**src/rtl/mem_arbiter_rr.sv**
```systemverilog
// mem_arbiter_rr: N-way arbiter sharing one single-port synchronous RAM
// among N core memory ports. Registered one-hot grant, round-robin or
// fixed priority, bounded hold time, per-channel read-valid strobes.
module mem_arbiter_rr #(
    parameter int unsigned N       = 3,
    parameter int unsigned AW      = 8,
    parameter int unsigned DW      = 8,
    parameter int unsigned MODE    = 0,
    parameter int unsigned MAXHOLD = 16
) (
    input  logic            CLK,
    input  logic            rst_n,
    input  logic [N-1:0]    rden,
    input  logic [N-1:0]    wren,
    input  logic [N*AW-1:0] Address,
    input  logic [N*DW-1:0] Din,
    output logic [N-1:0]    acq,
    output logic [N-1:0]    rvalid,
    output logic [N*DW-1:0] Dq,
    output logic [AW-1:0]   RAMAddress,
    output logic [DW-1:0]   RAMDin,
    output logic            RAMwren,
    input  logic [DW-1:0]   RAMq
);

    localparam int unsigned OW = (N > 1) ? $clog2(N) : 1;
    localparam int unsigned HW = (MAXHOLD > 0) ? $clog2(MAXHOLD + 1) : 1;
    localparam logic [OW-1:0] LAST_IDX = OW'(N - 1);
    localparam logic [HW-1:0] HOLD_MAX = HW'(MAXHOLD);
    localparam logic [HW-1:0] HOLD_LIM = (MAXHOLD > 0) ? HW'(MAXHOLD - 1) : '0;

    typedef enum logic {
        S_IDLE  = 1'b0,
        S_GRANT = 1'b1
    } state_t;

    state_t          state_q, state_d;
    logic [OW-1:0]   owner_q, owner_d;
    logic [OW-1:0]   last_q, last_d;
    logic [HW-1:0]   hold_q, hold_d;
    logic [N-1:0]    acq_d;

    logic [N-1:0]    req;
    logic [N-1:0]    own_mask;
    logic [N-1:0]    others;
    logic            own_rd;
    logic            own_wr;
    logic            own_req;
    logic [AW-1:0]   own_addr;
    logic [DW-1:0]   own_din;
    logic [OW-1:0]   search_start;
    logic            limit_hit;
    logic            rd_issue;
    logic [DW-1:0]   dq_hold [N];

    // First requester found scanning upward from start, wrapping at N.
    function automatic logic [OW-1:0] pick(input logic [N-1:0] r, input logic [OW-1:0] start);
        logic [OW-1:0] win;
        logic [OW-1:0] cand;
        logic          found;
        int unsigned   idx;
        win   = '0;
        found = 1'b0;
        for (int unsigned k = 0; k < N; k++) begin
            idx = 32'(start) + k;
            if (idx >= N) idx = idx - N;
            cand = OW'(idx);
            if (!found && r[cand]) begin
                win   = cand;
                found = 1'b1;
            end
        end
        return win;
    endfunction

    assign req = rden | wren;

    // Select the current owner's request, address and data.
    always_comb begin
        own_rd   = 1'b0;
        own_wr   = 1'b0;
        own_addr = '0;
        own_din  = '0;
        own_mask = '0;
        for (int i = 0; i < N; i++) begin
            if (owner_q == OW'(i)) begin
                own_rd      = rden[i];
                own_wr      = wren[i];
                own_addr    = Address[i*AW +: AW];
                own_din     = Din[i*DW +: DW];
                own_mask[i] = 1'b1;
            end
        end
    end

    assign own_req = own_rd | own_wr;
    assign others  = req & ~own_mask;
    // Hold counter saturates at MAXHOLD, so both values mean the limit is reached.
    assign limit_hit = (MAXHOLD != 0) && ((hold_q == HOLD_LIM) || (hold_q == HOLD_MAX));
    assign search_start = (MODE == 1) ? '0 :
                          ((last_q == LAST_IDX) ? '0 : last_q + OW'(1));

    // Next-state, owner selection and hold counting.
    always_comb begin
        state_d = state_q;
        owner_d = owner_q;
        last_d  = last_q;
        hold_d  = hold_q;
        acq_d   = '0;
        case (state_q)
            S_IDLE: begin
                if (|req) begin
                    state_d = S_GRANT;
                    owner_d = pick(req, search_start);
                    last_d  = owner_d;
                    hold_d  = '0;
                end
            end
            S_GRANT: begin
                if (!own_req || (limit_hit && (|others))) begin
                    // Forced release excludes the owner so another channel wins.
                    if (|others) begin
                        owner_d = pick(others, search_start);
                        last_d  = owner_d;
                        hold_d  = '0;
                    end else begin
                        state_d = S_IDLE;
                        hold_d  = '0;
                    end
                end else if ((MAXHOLD != 0) && (hold_q != HOLD_MAX)) begin
                    hold_d = hold_q + HW'(1);
                end
            end
            default: state_d = S_IDLE;
        endcase
        if (state_d == S_GRANT) begin
            for (int i = 0; i < N; i++) begin
                acq_d[i] = (owner_d == OW'(i));
            end
        end
    end

    // Arbitration state and registered grant.
    always_ff @(posedge CLK or negedge rst_n) begin
        if (!rst_n) begin
            state_q <= S_IDLE;
            owner_q <= '0;
            last_q  <= LAST_IDX;
            hold_q  <= '0;
            acq     <= '0;
        end else begin
            state_q <= state_d;
            owner_q <= owner_d;
            last_q  <= last_d;
            hold_q  <= hold_d;
            acq     <= acq_d;
        end
    end

    // RAM port follows the owner while granted; write wins over read.
    always_comb begin
        RAMAddress = '0;
        RAMDin     = '0;
        RAMwren    = 1'b0;
        if (state_q == S_GRANT) begin
            RAMAddress = own_addr;
            RAMDin     = own_din;
            RAMwren    = own_wr;
        end
    end

    assign rd_issue = (state_q == S_GRANT) && own_rd && !own_wr;

    // Read-valid strobe one cycle after issue; capture returned data per channel.
    always_ff @(posedge CLK or negedge rst_n) begin
        if (!rst_n) begin
            rvalid <= '0;
            for (int i = 0; i < N; i++) dq_hold[i] <= '0;
        end else begin
            rvalid <= rd_issue ? acq : '0;
            for (int i = 0; i < N; i++) begin
                if (rvalid[i]) dq_hold[i] <= RAMq;
            end
        end
    end

    // Live RAM data during rvalid, otherwise the last value returned.
    always_comb begin
        Dq = '0;
        for (int i = 0; i < N; i++) begin
            Dq[i*DW +: DW] = rvalid[i] ? RAMq : dq_hold[i];
        end
    end

endmodule

```
**config.mk**
```make
export PLATFORM = sky130hd
export DESIGN_NAME = mem_arbiter_rr
export DESIGN_NICKNAME = d
export VERILOG_FILES = /design/src/rtl/mem_arbiter_rr.sv
export SDC_FILE = /design/constraint.sdc
export NUM_CORES = 1
export LEC_CHECK = 0
export CAP_MARGIN = 20
export CORE_ASPECT_RATIO = 0.8
export CORE_MARGIN = 2
export CORE_UTILIZATION = 45
export CTS_CLUSTER_SIZE = 12
export DETAILED_ROUTE_END_ITERATION = 8
export PLACE_DENSITY = 0.9
export SLEW_MARGIN = 5
export SYNTH_ARGS = -nofsm -noshare
export SYNTH_HDL_FRONTEND = slang
export SYNTH_SLANG_ARGS = --single-unit
```
**constraint.sdc**
```tcl
create_clock -name CLK -period 4.7 [get_ports CLK]
set_input_delay 0.705 -clock CLK [delete_from_list [all_inputs] [get_ports CLK]]
set_output_delay 0.705 -clock CLK [all_outputs]
set_load 0.02 [all_outputs]
```
==> results.json, run 1 <==
{
  "status": "complete, no violations",
  "core_area_um2": 5040,
  "final_nets": 406,
  "ys.warnings.count": 0,
  "initial_core_util": 0.468,
  "synth_cell_types": 49,
  "use_met3": 0.0464,
  "wl_per_cell_um": 15.8,
  "reg2reg_slack_ns": 2.06,
  "ir_drop_mv": 0.449,
  "clk_pin_slew_ns": 0.08,
  "synth_flop_cell": "dfrtp_1",
  "arrival_ns": 2.91,
  "min_period_ns": 3.61,
  "clock_sink_count": 40,
  "finClkSkew_ns": 0.0106,
  "finalPower_w": 0.00246,
  "cap_viol_max_count": 0,
  "hold_viol": 0,
  "synth-async-reset-ratio": 1.00,
  "io_buffer_count": 110,
  "holdPathStages": 1,
  "antennaDiodeCount": 0,
  "cts_tree": "yes",
  "holdPathEnd": "rvalid[0]",
  "antenna_found_initial": 0,
  "worstHoldStart": "acq[0]",
  "clock_latency_ns": 0.29,
  "rows": 23,
  "r2r_end": "acq[0]",
  "critical_path_class": "reg -> out",
  "crit_family": "flip-flops",
  "gp_congestion": 0.904,
  "start_kind": "flip-flop",
  "ant_nets": 0,
  "grt_setup_unrepaired": "false",
  "totalWireLength_um": 6370,
  "grt_overflow": 0,
  "yosys.area.top_type_share": 0.414,
  "worstMarginPinSlew_ns": 0.895,
  "syn-cell-area_um2": 2350,
  "ys_seq_area_frac": 0.426,
  "r2r_start": "owner_q[1]",
  "synth_area_leaders": "dfrtp_1 41%, mux2_2 11%, mux2i_1 8.1%",
  "die_width_um": 84.9,
  "cpPeakStageDelay_ns": 0.93,
  "p_per_area_nw_per_um2": 691,
  "cts_made_buffers": 5,
  "use_met1": 0.277,
  "cts-root-buf": "clkbuf_8",
  "ys_seq_elements": 40,
  "dr.pass1.iters": 4,
  "fin_crit_sh": 0.769,
  "avgSynthCellArea_um2": 9.98,
  "top_usage_layer": "met2",
  "synth_edf_count": 0,
  "cts_resized": 0,
  "critPathRequiredTime_ns": 3.99,
  "reg2regPathDepth": 6,
  "max_freq_mhz": 277,
  "grt_start_max_net_pins": 41,
  "drv_slew": 0,
  "drtIter0Drc": 134,
  "track_usage": 0.213,
  "slew_headroom": 0.403,
  "postCtsSetupBuffers": 0,
  "yosysTopAreaCell": "dfrtp_1",
  "ios": 111,
  "setup_violations": 0,
  "htreeDepth": 2,
  "syn2layout_area_growth_pct": 51.3,
  "die_h_um": 68.7,
  "drc_errors": 0,
  "final_core_util": 0.707,
  "drive_gt1_frac": 0.141,
  "netlist_instances": 236,
  "first_global_vias": 1942,
  "viasPerCell": 5.33,
  "synth_nets": 302,
  "min_path_type": "reg -> reg",
  "end_kind": "output port",
  "total_leakage_power_nw": 1.46,
  "clockBufferDepth": 2,
  "cpMaxStageDelayCell": "dfrtp_1",
  "dp_hpwl_um": 4890,
  "crit_fanout": 26,
  "crit_buf_inv": 2,
  "met2_usage": 0.378,
  "dieArea_um2": 5830,
  "crit_chain": "nor2b_4 > o2bb2ai_4 > inv_1 > nor2_1 > clkdlybuf4s50_1",
  "grt_pass1_wl_um": 9720,
  "tns_ns": 0,
  "vias": 2148,
  "cts.hold.buffers_added": 0
}
-- per-layer routing --
metal / routed length [um] / up-vias
li1: - / 1041
met1: 2650 / 1027
met2: 3290 / 74
met3: 392 / 6
met4: 40 / 0
met5: 0 / -
-- sequential cells by signal, summed over array words and instances (netlist names) --
signal,cells
dq_hold,24
hold_q,5
acq,3
rvalid,3
last_q,2
owner_q,2
state_q,1
-- worst register-to-register path, delay by kind of cell (launching register included) --
| kind | cells | cell delay (ns) |
|---|---|---|
| AOI/OAI and AO/OA | 4 | 0.78 |
| and+or+nand+nor | 2 | 0.80 |
| DFF | 1 | 0.93 |
-- logic make-up (layout without fill, tap and decap cells) --
logic type,count (synthesis),after routing,share of synthesized area
mux,43,43,0.196
fa+ha+maj,2,2,0.0106
simple gates,76,76,0.156
compound gates,53,53,0.159
buf+inv,22,127,0.0531
flops,40,40,0.426
-- how the worst max path moves through the flow --
stage | end | start | cells after the start
after floorplan | RAMAddress[4] | owner_q[0] | 6
after global placement | RAMwren | owner_q[1] | 5
after detailed placement | RAMwren | owner_q[1] | 5
after CTS | RAMwren | owner_q[1] | 5
after global routing | RAMwren | owner_q[1] | 5
final | RAMwren | owner_q[1] | 5
-- cell type report --
class | count | area [um^2]
Fill cell | 363 | 1470
Timing Repair Buffer | 111 | 1100
Clock buffer | 6 | 82.6
Multi-Input combinational cell | 174 | 1230
Inverter | 8 | 30.0
Tap cell | 62 | 77.6
Sequential cell | 40 | 1000
Clock inverter | 2 | 38.8
-- Yosys cell counts (2+ instances only) --
cell	n
and2_1	3
a211oi_1	2
nand2b_1	2
nand2_1	4
nor2_1	45
inv_1	6
nand3_1	2
mux2i_1	19
clkbuf_1	6
o21ai_1	4
buf_2	3
a21oi_1	24
mux2_2	24
o22ai_1	3
buf_6	3
o21ai_0	5
nor3_1	9
and3_1	2
ha_1	2
dfrtp_1	39
-- metrics by stage --
stage                     hold slack (ns)  worst slack (ns)  area [um^2]  instances
after floorplan                     0.409              2.59         2350        236
after global placement              0.463              1.48         3440        395
after detailed placement            0.470              1.43         3440        395
after CTS                           0.486              1.07         3560        403
after global routing                0.502             0.929         3560        403
final                               0.481              1.09         3560        403
-- power by group --
| part | switching (W) | leakage (nW) | internal (W) |
|---|---|---|---|
| registers | 0.000154 | 0.486 | 0.000504 |
| clock network | 0.000117 | 0.0614 | 0.000174 |
| logic | 0.000750 | 0.918 | 0.000764 |
| total | 0.00102 | 1.46 | 0.00144 |
-- cell usage in the layout, fill, tap and decap left out, types with 2 or more instances in the layout --
cell	Yosys	layout
clkdlybuf4s50_1	0	109
nor2_1	45	45
dfrtp_1	39	39
a21oi_1	24	24
mux2_2	24	24
mux2i_1	19	19
nor3_1	9	9
inv_1	6	6
clkbuf_8	0	6
o21ai_0	5	5
o21ai_1	4	4
nand2_1	4	4
and2_1	3	3
o22ai_1	3	3
and3_1	2	2
a211oi_1	2	2
nand3_1	2	2
nand2b_1	2	2
ha_1	2	2
No activity file was read; power rests on OpenSTA's default activity.
==> run 2, diff against run 1 <==
Settings changed: CORE_UTILIZATION 45 to 37, PLACE_DENSITY 0.9 to 0.79.
Clock period 4.7 ns to 3.1 ns, I/O delays scaled along.
==> run 2 against run 1 <==
Global-route usage is 4.0 points lower; die area is 20% higher; sequential power is 38% higher; clock skew is 0.00063 ns lower; flip-flop and latch count stayed put; final area is 1.6% higher; final cell count is 6.0% higher; wire length is 1.4% lower; worst setup slack worse by 0.72 ns.
==> results.json, run 2 (same netlist as run 1, synthesis figures left out) <==
{
  "viasPerCell": 4.99,
  "cts_resized": 0,
  "p_per_area_nw_per_um2": 1030,
  "cpPeakStageDelay_ns": 0.62,
  "clock_sink_count": 40,
  "antennaDiodeCount": 0,
  "layout_common_cells": "109 x clkdlybuf4s50_1, 45 x nor2_1, 39 x dfrtp_1, 24 x a21oi_1, 24 x mux2_2",
  "grt_overflow": 0,
  "hold_viol": 0,
  "drc_errors": 0,
  "cts_tree": "yes",
  "end_kind": "output port",
  "crit_chain": "clkdlybuf4s50_1 > mux2i_1 > o2bb2ai_4 > inv_1 > nor2_1 > clkdlybuf4s50_1",
  "grt_setup_unrepaired": "false",
  "setup_violations": 0,
  "dieArea_um2": 7020,
  "min_period_ns": 2.74,
  "regMostFlops": "dq_hold",
  "placed_cell_area_um2": 3500,
  "clk_pin_slew_ns": 0.08,
  "totalWireLength_um": 6280,
  "max_freq_mhz": 365,
  "start_kind": "input pin",
  "ant_nets": 0,
  "gp_congestion": 0.821,
  "largest_reg_flops": 24,
  "p_int_w": 0.00219,
  "hold_slack_ns": 0.286,
  "largestRegisters": "dq_hold (24), hold_q (5)",
  "finalPower_w": 0.00374,
  "rows": 25,
  "first_global_vias": 2031,
  "vias": 2132,
  "finClkSkew_ns": 0.00994,
  "tns_ns": 0,
  "drv_slew": 0,
  "total_leakage_power_nw": 1.49,
  "ir_drop_mv": 0.418,
  "htreeDepth": 2,
  "wl_per_cell_um": 14.7,
  "clkPwrFrac": 0.114,
  "layout_commonest_cell": "clkdlybuf4s50_1",
  "antenna_found_initial": 0,
  "worstMarginPinSlew_ns": 0.850,
  "path_common_cell": "clkdlybuf4s50_1",
  "critical_path_class": "in -> out",
  "cap_viol_max_count": 0,
  "grt_start_max_net_pins": 41,
  "status": "complete, no violations",
  "drive_gt1_frac": 0.153,
  "dp_hpwl_um": 4880,
  "io_buffer_count": 110,
  "cpMaxStageDelayCell": "clkdlybuf4s50_1",
  "die_width_um": 93.2,
  "cts.hold.buffers_added": 0,
  "min_path_type": "in -> async",
  "track_usage": 0.173,
  "fin_crit_sh": 0.883,
  "drtIter0Drc": 101,
  "slew_headroom": 0.433,
  "power.switching_w": 0.00155,
  "arrival_ns": 2.27,
  "core_area_um2": 6040,
  "crit_fanout": 6,
  "initial_core_util": 0.390,
  "stdcell_area_um2": 3620,
  "ios": 111,
  "cts-root-buf": "clkbuf_8",
  "critPathRequiredTime_ns": 2.63,
  "switching_share": 0.414,
  "comb_power_share": 0.643,
  "power_frac_seq": 0.243,
  "die_h_um": 75.4,
  "dr.pass1.iters": 4,
  "grt_pass1_wl_um": 9700,
  "syn2layout_area_growth_pct": 53.7,
  "postCtsSetupBuffers": 0,
  "reg2regPathDepth": 7,
  "clockBufferDepth": 2,
  "clock_latency_ns": 0.28,
  "cts_made_buffers": 5,
  "final_nets": 411
}
[run 2: cell type report]
type / count / area (um^2)
fillers: 508 / 2420
multi-input cells: 174 / 1230
repair buffers: 116 / 1140
flip-flops and latches: 40 / 1000
well taps: 81 / 101
clock buffers: 5 / 68.8
clock inverters: 3 / 47.5
inverters: 8 / 30.0
[run 2: worst max-delay path: cells and delay by family]
family / cells / cell delay [ns]
simple gates: 1 / 0.10
compound gates: 1 / 0.22
buf+inv: 3 / 1.32
mux: 1 / 0.17
[run 2: path summary, 6_finish.rpt]
kind / startpoint / endpoint / slack [ns]
max in group asynchronous: rst_n / rvalid[0] / 2.28
worst max-delay path: wren[0] / RAMwren / 0.36
worst min register to register: acq[1] / rvalid[1] / 0.48
min in group CLK: acq[1] / rvalid[1] / 0.48
worst max register to register: owner_q[0] / acq[0] / 1.04
worst min-delay path: rst_n / hold_q[3] / 0.29
[run 2: through the flow]
step                      instances  setup WS [ns]  utilization
final                           427          0.363        0.599
after global routing            427          0.250        0.599
after CTS                       427          0.361        0.599
after detailed placement        419          0.371        0.580
after global placement          419          0.424        0.580
after floorplan                 236           1.23            -
[run 2: metal layers]
metal	GRT usage	wire, um
met1	0.231	2750
met2	0.303	3210
met3	0.0396	313
met4	0.0245	8
met5	0	0
[run 2: power groups by stage]
stage,sequential [W],clock (W),combinational [W]
final,0.000911,0.000426,0.00241
after global routing,0.000947,0.000454,0.00259
after CTS,0.000914,0.000434,0.00242
after detailed placement,0.000923,0,0.00241
after global placement,0.000911,0,0.00238
after floorplan,0.000879,0,0.00151
==> patch, RTL diff (config.mk and constraints of run 2) <==
Take the reset off `hold_q` and load it in a clocked block of its own.
--- a/src/rtl/mem_arbiter_rr.sv
+++ b/src/rtl/mem_arbiter_rr.sv
@@ -146,15 +146,17 @@
             state_q <= S_IDLE;
             owner_q <= '0;
             last_q  <= LAST_IDX;
-            hold_q  <= '0;
             acq     <= '0;
         end else begin
             state_q <= state_d;
             owner_q <= owner_d;
             last_q  <= last_d;
-            hold_q  <= hold_d;
             acq     <= acq_d;
         end
+    end
+
+    always_ff @(posedge CLK) begin
+        hold_q <= hold_d;
     end
 
     // RAM port follows the owner while granted; write wins over read.
Check against the original RTL: no difference found for any inputs over 4 cycles, from zero or initial values and one cycle with rst_n low; that may be too few to reach the edited logic, so the function may still have changed.
==> patch against run 2 <==
- combinational power fell by 7%
- sequential share of layout area is 1.2 points higher
- wire length is 4.5% lower
- final area decreased by 1.8%
- register-to-register slack worse by 0.40 ns
- non-clock buffer count is 2 lower
- final cell count down 3.3%
- die area decreased by 3.1%
- setup slack improved by 0.10 ns
- power decreased by 4.1%
- synthesized area decreased by 3.3%
- global-route usage rose by 1.2 points
- sequential cell count did not move
- highest routed layer unchanged
==> patch: results (changes against run 2) <==
status:
  status: "completed"
critical_path:
  startpoint: "owner_q[0]"
  critPathTopFamily: "buffers and inverters"
  crit_path_max_fanout: 19  # +13
  r2r-start: "hold_q[0]"
  regToRegEndpoint: "hold_q[1]"
  rrSetupSlack_ns: 0.64  # -0.40 ns
  slowest_delay_ns: 0.61
  cp.arrival_ns: 2.17  # -0.10 ns
synth:
  async_flop_share_pct: 87.5  # -13 points
  synth-edff-count: 5  # +5
  synth_common_cells: "43 x nor2_1, 34 x dfrtp_1, 24 x mux2_2"
  synth_fp_nets: 292  # -3.3%
  ys_types: 43  # -12%
  netlist_instances: 226  # -4.2%
  synth_area_leaders: "dfrtp_1 37%, mux2_2 12%, mux2i_1 8.4%"
  seq_area_frac_synth_pct: 45.1  # +2.5 points
finish:
  final_layout_size_suffix_gt1_share_pct: 12.7  # -2.7 points
  antenna_cells: 0  # unchanged
  finalNetCount: 398  # -3.2%
  filler_cell_count: 528  # +3.9%
route:
  first_iter_violations: 77  # -24%
  viasPerCell: 5.05  # +1.2%
  wl_um: 6000  # -4.5%
grt:
  grtUsageTotal_pct: 18.5  # +1.2 points
  grt_pass1_wl_um: 9990  # +3.0%
  grt_max_degree: 26  # -37%
pwr:
  peakVddDrop_mv: 0.385  # -7.9%
  combPwrFrac_pct: 62.0  # -2.3 points
  p_leak_nw: 1.45  # -2.7%
  p_seq_mw: 0.909  # about the same
  power_frac_seq_pct: 25.3  # +1.0 points
  switching_share_pct: 39.9  # -1.5 points
clock_tree:
  post-cts-setup-buffers: 0  # unchanged
  ctsLongestPathBuffers: 2  # unchanged
place:
  dp_cells: 406  # -3.1%
  gp_congestion: 0.830  # +1.1%
  hpwl_um: 4720  # -3.2%
  dpl_cell_area_mm2: 0.00343  # -2.0%
hold_path:
  min_path_type: "flip-flop to flip-flop"
sta:
  fin_skew_ns: 0.00453  # -0.00541 ns
  worst_pin_slew_ns: 0.718  # -0.132 ns
==> patch: changes by cell type in the layout (fill, tap and decap cells not counted), sizes merged, moves of 4 or more <==
cell / delta
nor3: -6
dfrtp: -5
edfxtp: +5
a21oi: -4
==> patch: cell families after synthesis <==
logic type | share of synthesized area, %
AND/OR/NAND/NOR | 13.8
AO/OA/AOI/OAI | 13.6
multiplexers | 20.2
flip-flops | 45.1
buffers and inverters | 4.94
XOR/XNOR | 1.15
adder cells (fa/ha/maj) | 1.10
==> patch: layer usage <==
layer / vias to the layer above / part of all wire (%) / track usage (%)
met5: - / 0 / 0
met4: 0 / 0.85 / 3.98
met3: 7 / 11 / 7.19
met2: 107 / 49 / 34.4
met1: 966 / 39 / 20.6
li1: 1007 / - / -
==> patch: area by class of cell <==
class                   count  area share (%)
flip-flops and latches     40            28.9
clock inverters             1           0.845
clock buffers               6            2.64
well taps                  81            2.85
inverters                   9           0.950
multi-input cells         162            32.0
repair buffers            114            31.8
